File: src/rtl/i2c_pkg.sv
// Shared definitions for the I2C bit-level transmitter: command codes,
// FSM state encoding and per-phase line levels.
package i2c_pkg;

  localparam int CNT_W_DEF = 16;

  localparam logic [1:0] CMD_NOP   = 2'b00;
  localparam logic [1:0] CMD_START = 2'b01;
  localparam logic [1:0] CMD_STOP  = 2'b10;
  localparam logic [1:0] CMD_XFER  = 2'b11;

  typedef enum logic [3:0] {
    ST_IDLE    = 4'd0,
    ST_START_A = 4'd1,
    ST_START_B = 4'd2,
    ST_START_C = 4'd3,
    ST_STOP_A  = 4'd4,
    ST_STOP_B  = 4'd5,
    ST_STOP_C  = 4'd6,
    ST_WR_A    = 4'd7,
    ST_WR_B    = 4'd8,
    ST_WR_C    = 4'd9,
    ST_RD_A    = 4'd10,
    ST_RD_B    = 4'd11,
    ST_RD_C    = 4'd12
  } state_t;

  // Phase sequencing inside a command; the C phase of every command returns to IDLE.
  function automatic state_t next_phase(input state_t s);
    case (s)
      ST_START_A: next_phase = ST_START_B;
      ST_START_B: next_phase = ST_START_C;
      ST_STOP_A:  next_phase = ST_STOP_B;
      ST_STOP_B:  next_phase = ST_STOP_C;
      ST_WR_A:    next_phase = ST_WR_B;
      ST_WR_B:    next_phase = ST_WR_C;
      ST_RD_A:    next_phase = ST_RD_B;
      ST_RD_B:    next_phase = ST_RD_C;
      default:    next_phase = ST_IDLE;
    endcase
  endfunction

  // {scl_oen, sda_oen} driven while in state s (1 = released).
  function automatic logic [1:0] phase_lines(input state_t s, input logic d);
    case (s)
      ST_START_A: phase_lines = 2'b11;
      ST_START_B: phase_lines = 2'b10;
      ST_START_C: phase_lines = 2'b00;
      ST_STOP_A:  phase_lines = 2'b00;
      ST_STOP_B:  phase_lines = 2'b10;
      ST_STOP_C:  phase_lines = 2'b11;
      ST_WR_A:    phase_lines = {1'b0, d};
      ST_WR_B:    phase_lines = {1'b1, d};
      ST_WR_C:    phase_lines = {1'b0, d};
      ST_RD_A:    phase_lines = 2'b01;
      ST_RD_B:    phase_lines = 2'b11;
      ST_RD_C:    phase_lines = 2'b01;
      default:    phase_lines = 2'b11;
    endcase
  endfunction

endpackage

File: src/rtl/i2c_sync2.sv
// Two-flop synchronizer for an asynchronous bus line; idles high like a
// pulled-up open-drain wire.
module i2c_sync2 (
  input  logic clk,
  input  logic nReset,
  input  logic i_clr,
  input  logic i_d,
  output logic o_q
);

  logic [1:0] r_ff;

  // Shift the line level through two stages; both resets force the released level.
  always_ff @(posedge clk or negedge nReset) begin
    if (!nReset)    r_ff <= 2'b11;
    else if (i_clr) r_ff <= 2'b11;
    else            r_ff <= {r_ff[0], i_d};
  end

  assign o_q = r_ff[1];

endmodule

File: src/rtl/i2c_bit_tx.sv
// I2C bit-level engine: executes START, STOP, write-bit and read-bit
// commands as three prescaled phases each, with clock stretching and
// arbitration-loss detection on write-one bits.
module i2c_bit_tx
  import i2c_pkg::*;
#(
  parameter int CNT_W = CNT_W_DEF
) (
  input  logic             clk,
  input  logic             nReset,
  input  logic             rst,
  input  logic             ena,
  input  logic [CNT_W-1:0] clk_cnt,
  input  logic [1:0]       cmd,
  input  logic             rd,
  input  logic             din,
  input  logic             cmd_valid,
  output logic             cmd_ack,
  output logic             dout,
  output logic             busy,
  output logic             al,
  input  logic             scl_i,
  input  logic             sda_i,
  output logic             scl_oen,
  output logic             sda_oen,
  output logic             scl_o,
  output logic             sda_o
);

  logic             w_sscl, w_ssda;
  state_t           r_state, w_nxt;
  logic [CNT_W-1:0] r_cnt;
  logic             r_din;
  logic [1:0]       r_age;
  logic             r_scl_hi;
  logic             r_scl_oen, r_sda_oen, r_ack, r_busy, r_al, r_dout;
  logic             w_accept, w_stretch, w_run, w_al;

  i2c_sync2 u_sync_scl (.clk(clk), .nReset(nReset), .i_clr(rst), .i_d(scl_i), .o_q(w_sscl));
  i2c_sync2 u_sync_sda (.clk(clk), .nReset(nReset), .i_clr(rst), .i_d(sda_i), .o_q(w_ssda));

  // A released SCL only counts as held low by a slave once the release has
  // had time to cross the synchronizer; r_age measures that settling window.
  assign w_stretch = r_scl_oen && (r_age == 2'd2) && !w_sscl;
  assign w_run     = ena && r_busy && !w_stretch;
  assign w_accept  = ena && cmd_valid && (cmd != CMD_NOP) && (r_state == ST_IDLE);
  // Lost arbitration: we released SDA for a one, SCL is high, yet SDA reads low.
  assign w_al      = ena && (r_state == ST_WR_B) && r_din && r_scl_hi && !w_ssda;

  // Next state: command decode out of IDLE, otherwise the phase sequence.
  always_comb begin
    w_nxt = next_phase(r_state);
    if (r_state == ST_IDLE) begin
      case (cmd)
        CMD_START: w_nxt = ST_START_A;
        CMD_STOP:  w_nxt = ST_STOP_A;
        CMD_XFER:  w_nxt = rd ? ST_RD_A : ST_WR_A;
        default:   w_nxt = ST_IDLE;
      endcase
    end
  end

  // Count cycles since SCL was released, saturating once the synchronizer has settled.
  always_ff @(posedge clk or negedge nReset) begin
    if (!nReset)          r_age <= 2'd0;
    else if (rst)         r_age <= 2'd0;
    else if (!r_scl_oen)  r_age <= 2'd0;
    else if (r_age != 2'd2) r_age <= r_age + 2'd1;
  end

  // Remember that SCL has been observed high during the write data-valid phase.
  always_ff @(posedge clk or negedge nReset) begin
    if (!nReset)                    r_scl_hi <= 1'b0;
    else if (rst)                   r_scl_hi <= 1'b0;
    else if (r_state != ST_WR_B)    r_scl_hi <= 1'b0;
    else if (w_sscl)                r_scl_hi <= 1'b1;
  end

  // Main sequencer: command accept, prescaler, phase advance, ack/al pulses.
  always_ff @(posedge clk or negedge nReset) begin
    if (!nReset) begin
      r_state   <= ST_IDLE;
      r_cnt     <= '0;
      r_din     <= 1'b0;
      r_scl_oen <= 1'b1;
      r_sda_oen <= 1'b1;
      r_ack     <= 1'b0;
      r_busy    <= 1'b0;
      r_al      <= 1'b0;
      r_dout    <= 1'b0;
    end else if (rst) begin
      r_state   <= ST_IDLE;
      r_cnt     <= '0;
      r_din     <= 1'b0;
      r_scl_oen <= 1'b1;
      r_sda_oen <= 1'b1;
      r_ack     <= 1'b0;
      r_busy    <= 1'b0;
      r_al      <= 1'b0;
      r_dout    <= 1'b0;
    end else begin
      r_ack <= 1'b0;
      r_al  <= 1'b0;
      if (w_al) begin
        r_state   <= ST_IDLE;
        r_busy    <= 1'b0;
        r_scl_oen <= 1'b1;
        r_sda_oen <= 1'b1;
        r_al      <= 1'b1;
      end else if (w_accept) begin
        r_state <= w_nxt;
        r_busy  <= 1'b1;
        r_cnt   <= clk_cnt;
        r_din   <= din;
        {r_scl_oen, r_sda_oen} <= phase_lines(w_nxt, din);
      end else if (w_run) begin
        if (r_cnt == '0) begin
          r_cnt   <= clk_cnt;
          r_state <= w_nxt;
          if (r_state == ST_RD_B) r_dout <= w_ssda;
          if (w_nxt == ST_IDLE) begin
            r_ack  <= 1'b1;
            r_busy <= 1'b0;
          end else begin
            {r_scl_oen, r_sda_oen} <= phase_lines(w_nxt, r_din);
          end
        end else begin
          r_cnt <= r_cnt - CNT_W'(1);
        end
      end
    end
  end

  assign cmd_ack = r_ack;
  assign dout    = r_dout;
  assign busy    = r_busy;
  assign al      = r_al;
  assign scl_oen = r_scl_oen;
  assign sda_oen = r_sda_oen;
  assign scl_o   = 1'b0;
  assign sda_o   = 1'b0;

endmodule

File: config.mk
export PLATFORM = sky130hd
export DESIGN_NAME = i2c_bit_tx
export DESIGN_NICKNAME = d
export VERILOG_FILES = /design/src/rtl/i2c_pkg.sv /design/src/rtl/i2c_sync2.sv /design/src/rtl/i2c_bit_tx.sv
export SDC_FILE = /design/constraint.sdc
export NUM_CORES = 1
export LEC_CHECK = 0
export CORE_MARGIN = 2
export CORE_UTILIZATION = 40
export DETAILED_ROUTE_END_ITERATION = 8
export HOLD_SLACK_MARGIN = 0.02
export PLACE_DENSITY_LB_ADDON = 0.15
export SKIP_CTS_REPAIR_TIMING = 1
export SLEW_MARGIN = 15
export SYNTH_ARGS = -nofsm -noshare
export SYNTH_HDL_FRONTEND = slang
export SYNTH_HIERARCHICAL = 1
export SYNTH_SLANG_ARGS = --single-unit
File: constraint.sdc
create_clock -name clk -period 4.3 [get_ports clk]
set_clock_uncertainty 0.15 [all_clocks]
set_input_delay 0.86 -clock clk [delete_from_list [all_inputs] [get_ports clk]]
set_output_delay 0.86 -clock clk [all_outputs]
set_load 0.01 [all_outputs]
==> results of run 1 <==
-- critical path, delay by kind of cell, from the launching register on --
family | cells | cell delay, ns
AO/OA/AOI/OAI | 4 | 1.19
adder cells (fa/ha/maj) | 1 | 0.14
buffers and inverters | 2 | 0.42
flip-flops | 1 | 0.42
AND/OR/NAND/NOR | 2 | 0.95
-- cells by family (layout without fill, tap and decap cells) --
family,after synthesis,count (layout),share of synthesized area
mux,3,3,0.0144
buf+inv,27,56,0.0594
other cells,1,2,0.00173
xor+xnor,1,1,0.00404
fa+ha+maj,9,9,0.0519
flops,34,34,0.396
compound gates,79,79,0.226
simple gates,99,99,0.247
-- how the worst max path moves through the flow --
stage	depth (start not counted)	startpoint	end
2_1_floorplan	11	r_state[1]	r_cnt[13]
3_3_place_gp	7	cmd[1]	sda_oen
3_5_place_dp	9	r_cnt[0]	r_cnt[12]
4_1_cts	9	r_cnt[0]	r_cnt[12]
5_1_grt	9	r_cnt[0]	r_cnt[11]
6_report	9	r_cnt[0]	r_cnt[12]
-- sequential cells by signal, summed over array words and instances, names as in the netlist --
register and count:
al 1, busy 1, cmd_ack 1, dout 1, r_age 2, r_cnt 16
r_din 1, r_scl_hi 1, r_state 4, scl_oen 1, sda_oen 1, u_sync_scl/r_ff 2
u_sync_sda/r_ff 2
-- cells in the mapped netlist, types with 2 or more instances --
master and count:
dfrtp_1 28, a21oi_1 24, nand2_1 22, o21ai_0 22
nor2_1 21, inv_1 11, nor3_1 11, ha_1 9
clkbuf_1 8, or3_1 8, nor4_1 7, dfstp_2 6
o22ai_1 5, o31ai_1 5, a211oi_1 4, buf_2 4
or2_1 4, nand3_1 3, or4_1 3, a221oi_1 2
and2_1 2, and4b_1 2, buf_4 2, buf_6 2
mux2i_1 2, nor3b_1 2, nor4b_1 2, nor4bb_1 2
o21ai_1 2
-- layout make-up --
type	instances	area, sq um	area share
Sequential cell	34	858	0.327
Timing Repair Buffer	37	358	0.137
Inverter	11	41.3	0.0158
Tap cell	70	87.6	0.0334
Clock buffer	7	86.3	0.0329
Clock inverter	1	5.00	0.00191
Multi-Input combinational cell	193	1180	0.452
-- routing by layer --
layer	GRT usage	part of all wire	vias to the layer above	wire length [um]
li1	-	-	979	-
met1	0.241	0.50	912	2450
met2	0.266	0.45	44	2200
met3	0.0407	0.045	7	224
met4	0.0643	0.012	0	59
met5	0	0	-	0
-- through the flow --
step           power, mW  setup WS, ns  hold slack, ns  cells  utilization
3_3_place_gp        2.08         0.957           0.347    345        0.489
5_1_grt             2.61         0.626           0.400    353        0.507
2_1_floorplan       1.84          1.63           0.324    254            -
6_report            2.35         0.893           0.373    353        0.507
3_5_place_dp        2.10         0.901           0.348    345        0.489
4_1_cts             2.35         0.889           0.364    353        0.507
-- power by group through the flow --
stage / Combinational, mW / Sequential, mW / Clock (mW)
after floorplan: 1.34 / 0.495 / 0
after global placement: 1.56 / 0.526 / 0
after detailed placement: 1.57 / 0.527 / 0
after CTS: 1.58 / 0.522 / 0.253
after global routing: 1.80 / 0.545 / 0.271
final: 1.58 / 0.523 / 0.245
==> results.yml, run 1 <==
timing:
  final-max-slew-violation-count: 0
  slew_headroom: 0.267
  fmax_mhz: 293
  hold_viol_final: 0
  tightest_slew_ns: 1.10
  rsz0062_at_grt: "false"
  min_period_ns: 3.41
  tns_ns: 0
  min_period_over_period: 0.792
  final-setup-viol-count: 0
routing:
  antenna_left: 0
  drc: 0
  wl_per_cell_um: 14.0
  firstDrtPassIters: 4
  via_count: 1942
  wl_um: 4930
  via_per_inst: 5.50
  drt_iter0_drc: 61
clocking:
  cts_root_buffer: "clkbuf_8"
  tritoncts: "built"
  clk_latency_ns: 0.28
  cts_made_buffers: 5
  cts_htree_levels: 2
  clockBufferDepth: 2
  clk_pin_slew_ns: 0.07
  clkSinkCount: 34
global_routing:
  grt_pass1_vias: 1771
  track_usage: 0.174
  grt.overflow.total: 0
  antenna_found_initial: 0
  grt_pass1_wl_um: 8420
  grt_max_degree: 35
die:
  rows: 26
  die_x_um: 77.6
  die_h_um: 77.6
  initial_core_util: 0.419
  die_area_sq_um: 6030
  core-area_sq_um: 5170
  num_io_pins: 35
synth:
  synth.distinct_cells: 57
  synth_top_area_share: 0.323
  async_flop_share: 1.00
  syn_area_per_cell_sq_um: 8.57
  ys_seq_area_frac: 0.396
  synth.largest_area_cell: "dfrtp_1"
  synthCells: 253
  synth-warning-count: 6
  ys_seq_elements: 34
  yosys-top-cells-area: "dfrtp_1 32%, dfstp_2 7.3%, a21oi_1 5.5%"
  synth_edf_count: 0
  synth_ff_type: "dfrtp_1"
  syn_area_sq_um: 2170
run_status:
  outcome: "complete, no violations"
setup_path:
  cp-end-kind: "flip-flop"
  rr_worst_depth: 9
  slowest_delay_ns: 0.85
  worstPathRequired_ns: 4.30
  critPathLaunchType: "flip-flop"
  worst-path-max-fanout: 31
  worst_path_max_delay_cell: "o21ai_2"
  cp_common_cell: "o21ai_0"
  critPathKind: "reg2reg"
  r2r_setup_slack_ns: 0.89
  crit_arrival_ns: 3.40
  reg2reg_to: "r_cnt[12]"
  crit-reg2reg-launch: "r_cnt[0]"
  path_cells: "inv_1 > ha_1 > or4b_2 > or3_1 > o21ai_2 > buf_4 > a211oi_1 > o21ai_0 > o21ai_0"
power_and_ir_drop:
  clkPwrFrac: 0.104
  pwr-share-seq: 0.223
  cellPowerDensity_nw_per_um2: 896
  p_leak_nw: 1.10
  combPwrFrac: 0.673
  p_switching_mw: 1.17
  vdd_drop_max_mv: 0.686
  intPower_mw: 1.18
  swShare: 0.497
min_path:
  holdPathStages: 2
  hold_path.class: "reg2reg"
  hold_start: "r_cnt[9]"
  whs_endpoint: "r_cnt[9]"
finish:
  syn_to_final_growth_pct: 20.9
  post-route-cell-area_sq_um: 2620
  antenna_cells: 0
  fill_cells: 507
  fin_nets: 318
  mostFrequentLayoutCells: "32 x clkdlybuf4s50_1, 28 x dfrtp_1, 24 x a21oi_1"
  drive_gt1_frac: 0.0919
  final_common_cell: "clkdlybuf4s50_1"
placement:
  hpwlAfterDp_um: 3560
  gp_congestion: 0.835
  io_buffers: 32
  place_area_sq_um: 2530
run:
  cap_violations: 0
No activity file was read; power rests on OpenSTA's default activity.
==> run 2: changes to the inputs <==
- clock period: 4.3 -> 3.49 ns (I/O delays scaled with it)
==> run 2 against run 1 <==
  * Register-to-register slack lost 0.50 ns
  * Cell area increased by 0.14%
  * Cell count decreased by 0.28%
  * Utilization up 0.073 points
  * Die area stayed put
  * Clock power up 22%
  * Total power rose by 27%
  * Sequential share of layout area about the same
  * First-iteration DRC count rose by 20%
  * Sequential cell count is the same
  * Critical endpoint is now r_cnt[13]
  * Largest cell class unchanged
  * Largest power group unchanged
==> results.yml, run 2 (synthesis results as in run 1) <==
timing:
  min_period_over_period: 0.887
  fmax_mhz: 323
  min_period_ns: 3.10
  rsz0062_at_grt: "false"
  tightest_slew_ns: 1.13
  tns_ns: 0
  final-setup-viol-count: 0
  final-max-slew-violation-count: 0
  slew_headroom: 0.243
  hold_viol_final: 0
  layout_setup_ws_ns: 0.394
clocking:
  cts_htree_levels: 2
  tritoncts: "built"
  cts_root_buffer: "clkbuf_8"
  cts_made_buffers: 5
  clk_pin_slew_ns: 0.08
  clockBufferDepth: 2
  clkSinkCount: 34
  clk_latency_ns: 0.29
die:
  rows: 26
  initial_core_util: 0.419
  die_h_um: 77.6
  die_x_um: 77.6
  die_area_sq_um: 6030
  core-area_sq_um: 5170
  num_io_pins: 35
routing:
  drc: 0
  via_count: 1943
  drt_iter0_drc: 73
  wl_per_cell_um: 14.0
  antenna_left: 0
  wl_um: 4940
  via_per_inst: 5.52
  firstDrtPassIters: 4
setup_path:
  crit_cells: 9
  worst_path_max_delay_cell: "or4b_2"
  critPathLaunchType: "flip-flop"
  crit_family: "simple AND/OR/NAND/NOR gates"
  crit_arrival_ns: 3.10
  cp_common_cell: "o21ai_0"
  worst-path-max-fanout: 27
  slowest_delay_ns: 0.61
  worstPathRequired_ns: 3.50
  cp-end-kind: "flip-flop"
  critPathBufInv: 2
  rr_worst_depth: 9
  critPathKind: "reg2reg"
  path_cells: "inv_1 > ha_1 > or4b_2 > or3_1 > o21ai_2 > buf_12 > a211oi_1 > o21ai_0 > o21ai_0"
finish:
  layoutNonFillerInstCount: 352
  largest_reg_flops: 16
  largest_register: "r_cnt"
  fin_nets: 317
  antenna_cells: 0
  drive_gt1_frac: 0.0851
  syn_to_final_growth_pct: 21.1
  mostFrequentLayoutCells: "32 x clkdlybuf4s50_1, 28 x dfrtp_1, 24 x a21oi_1"
  reg.largest.list: "r_cnt x16, r_state x4"
  final_common_cell: "clkdlybuf4s50_1"
  finish.utilization: 0.507
  fill_cells: 511
global_routing:
  grt.overflow.total: 0
  grt_pass1_wl_um: 8160
  antenna_found_initial: 0
  track_usage: 0.168
  grt_max_degree: 35
  grt_pass1_vias: 1793
power_and_ir_drop:
  p_total_mw: 2.98
  vdd_drop_max_mv: 0.637
  p_leak_nw: 1.10
  cellPowerDensity_nw_per_um2: 1140
min_path:
  holdPathStages: 2
  hold_path.class: "reg2reg"
run_status:
  outcome: "complete, no violations"
placement:
  place_inst: 344
  io_buffers: 32
  hpwlAfterDp_um: 3540
  place_ws_ns: 0.289
  gp_congestion: 0.863
run:
  cap_violations: 0
-- run 2: tightest hold or removal path, stage by stage (launching register included) --
cell,delay [ns]
dfstp_2,0.37
nand2_1,0.05
a21oi_1,0.06
-- run 2: metal layers --
metal	up-vias	wire (um)	GRT usage
met5	-	0	0
met4	0	74	0.0679
met3	8	204	0.0395
met2	46	2240	0.269
met1	909	2420	0.219
li1	980	-	-
-- run 2: final timing paths --
kind / from / slack, ns / to
max in group asynchronous: nReset / 2.16 / u_sync_sda/r_ff[0]
hold / removal: u_sync_sda/r_ff[1] / 0.37 / dout
setup / recovery: r_cnt[0] / 0.39 / r_cnt[13]
min in group asynchronous: nReset / 0.66 / r_state[3]
setup reg to reg: r_cnt[0] / 0.39 / r_cnt[13]
hold reg to reg: u_sync_sda/r_ff[1] / 0.37 / dout
-- run 2: cell type report --
class,count,area (sq um),share of cell area
tap,70,87.6,0.0334
sequential,34,858,0.327
inverter,11,41.3,0.0157
timing repair buffer,36,363,0.138
clock buffer,8,90.1,0.0343
multi-input combinational,193,1180,0.451
-- run 2: through the flow --
stage	hold WS, ns	cell area, sq um
4_1_cts	0.375	2630
6_report	0.369	2630
3_3_place_gp	0.341	2530
3_5_place_dp	0.359	2530
2_1_floorplan	0.252	2170
5_1_grt	0.387	2630
-- run 2: power by group --
| group | internal [mW] | switching [mW] |
|---|---|---|
| registers | 0.517 | 0.128 |
| clock network | 0.161 | 0.138 |
| logic | 0.843 | 1.20 |
| total | 1.52 | 1.46 |
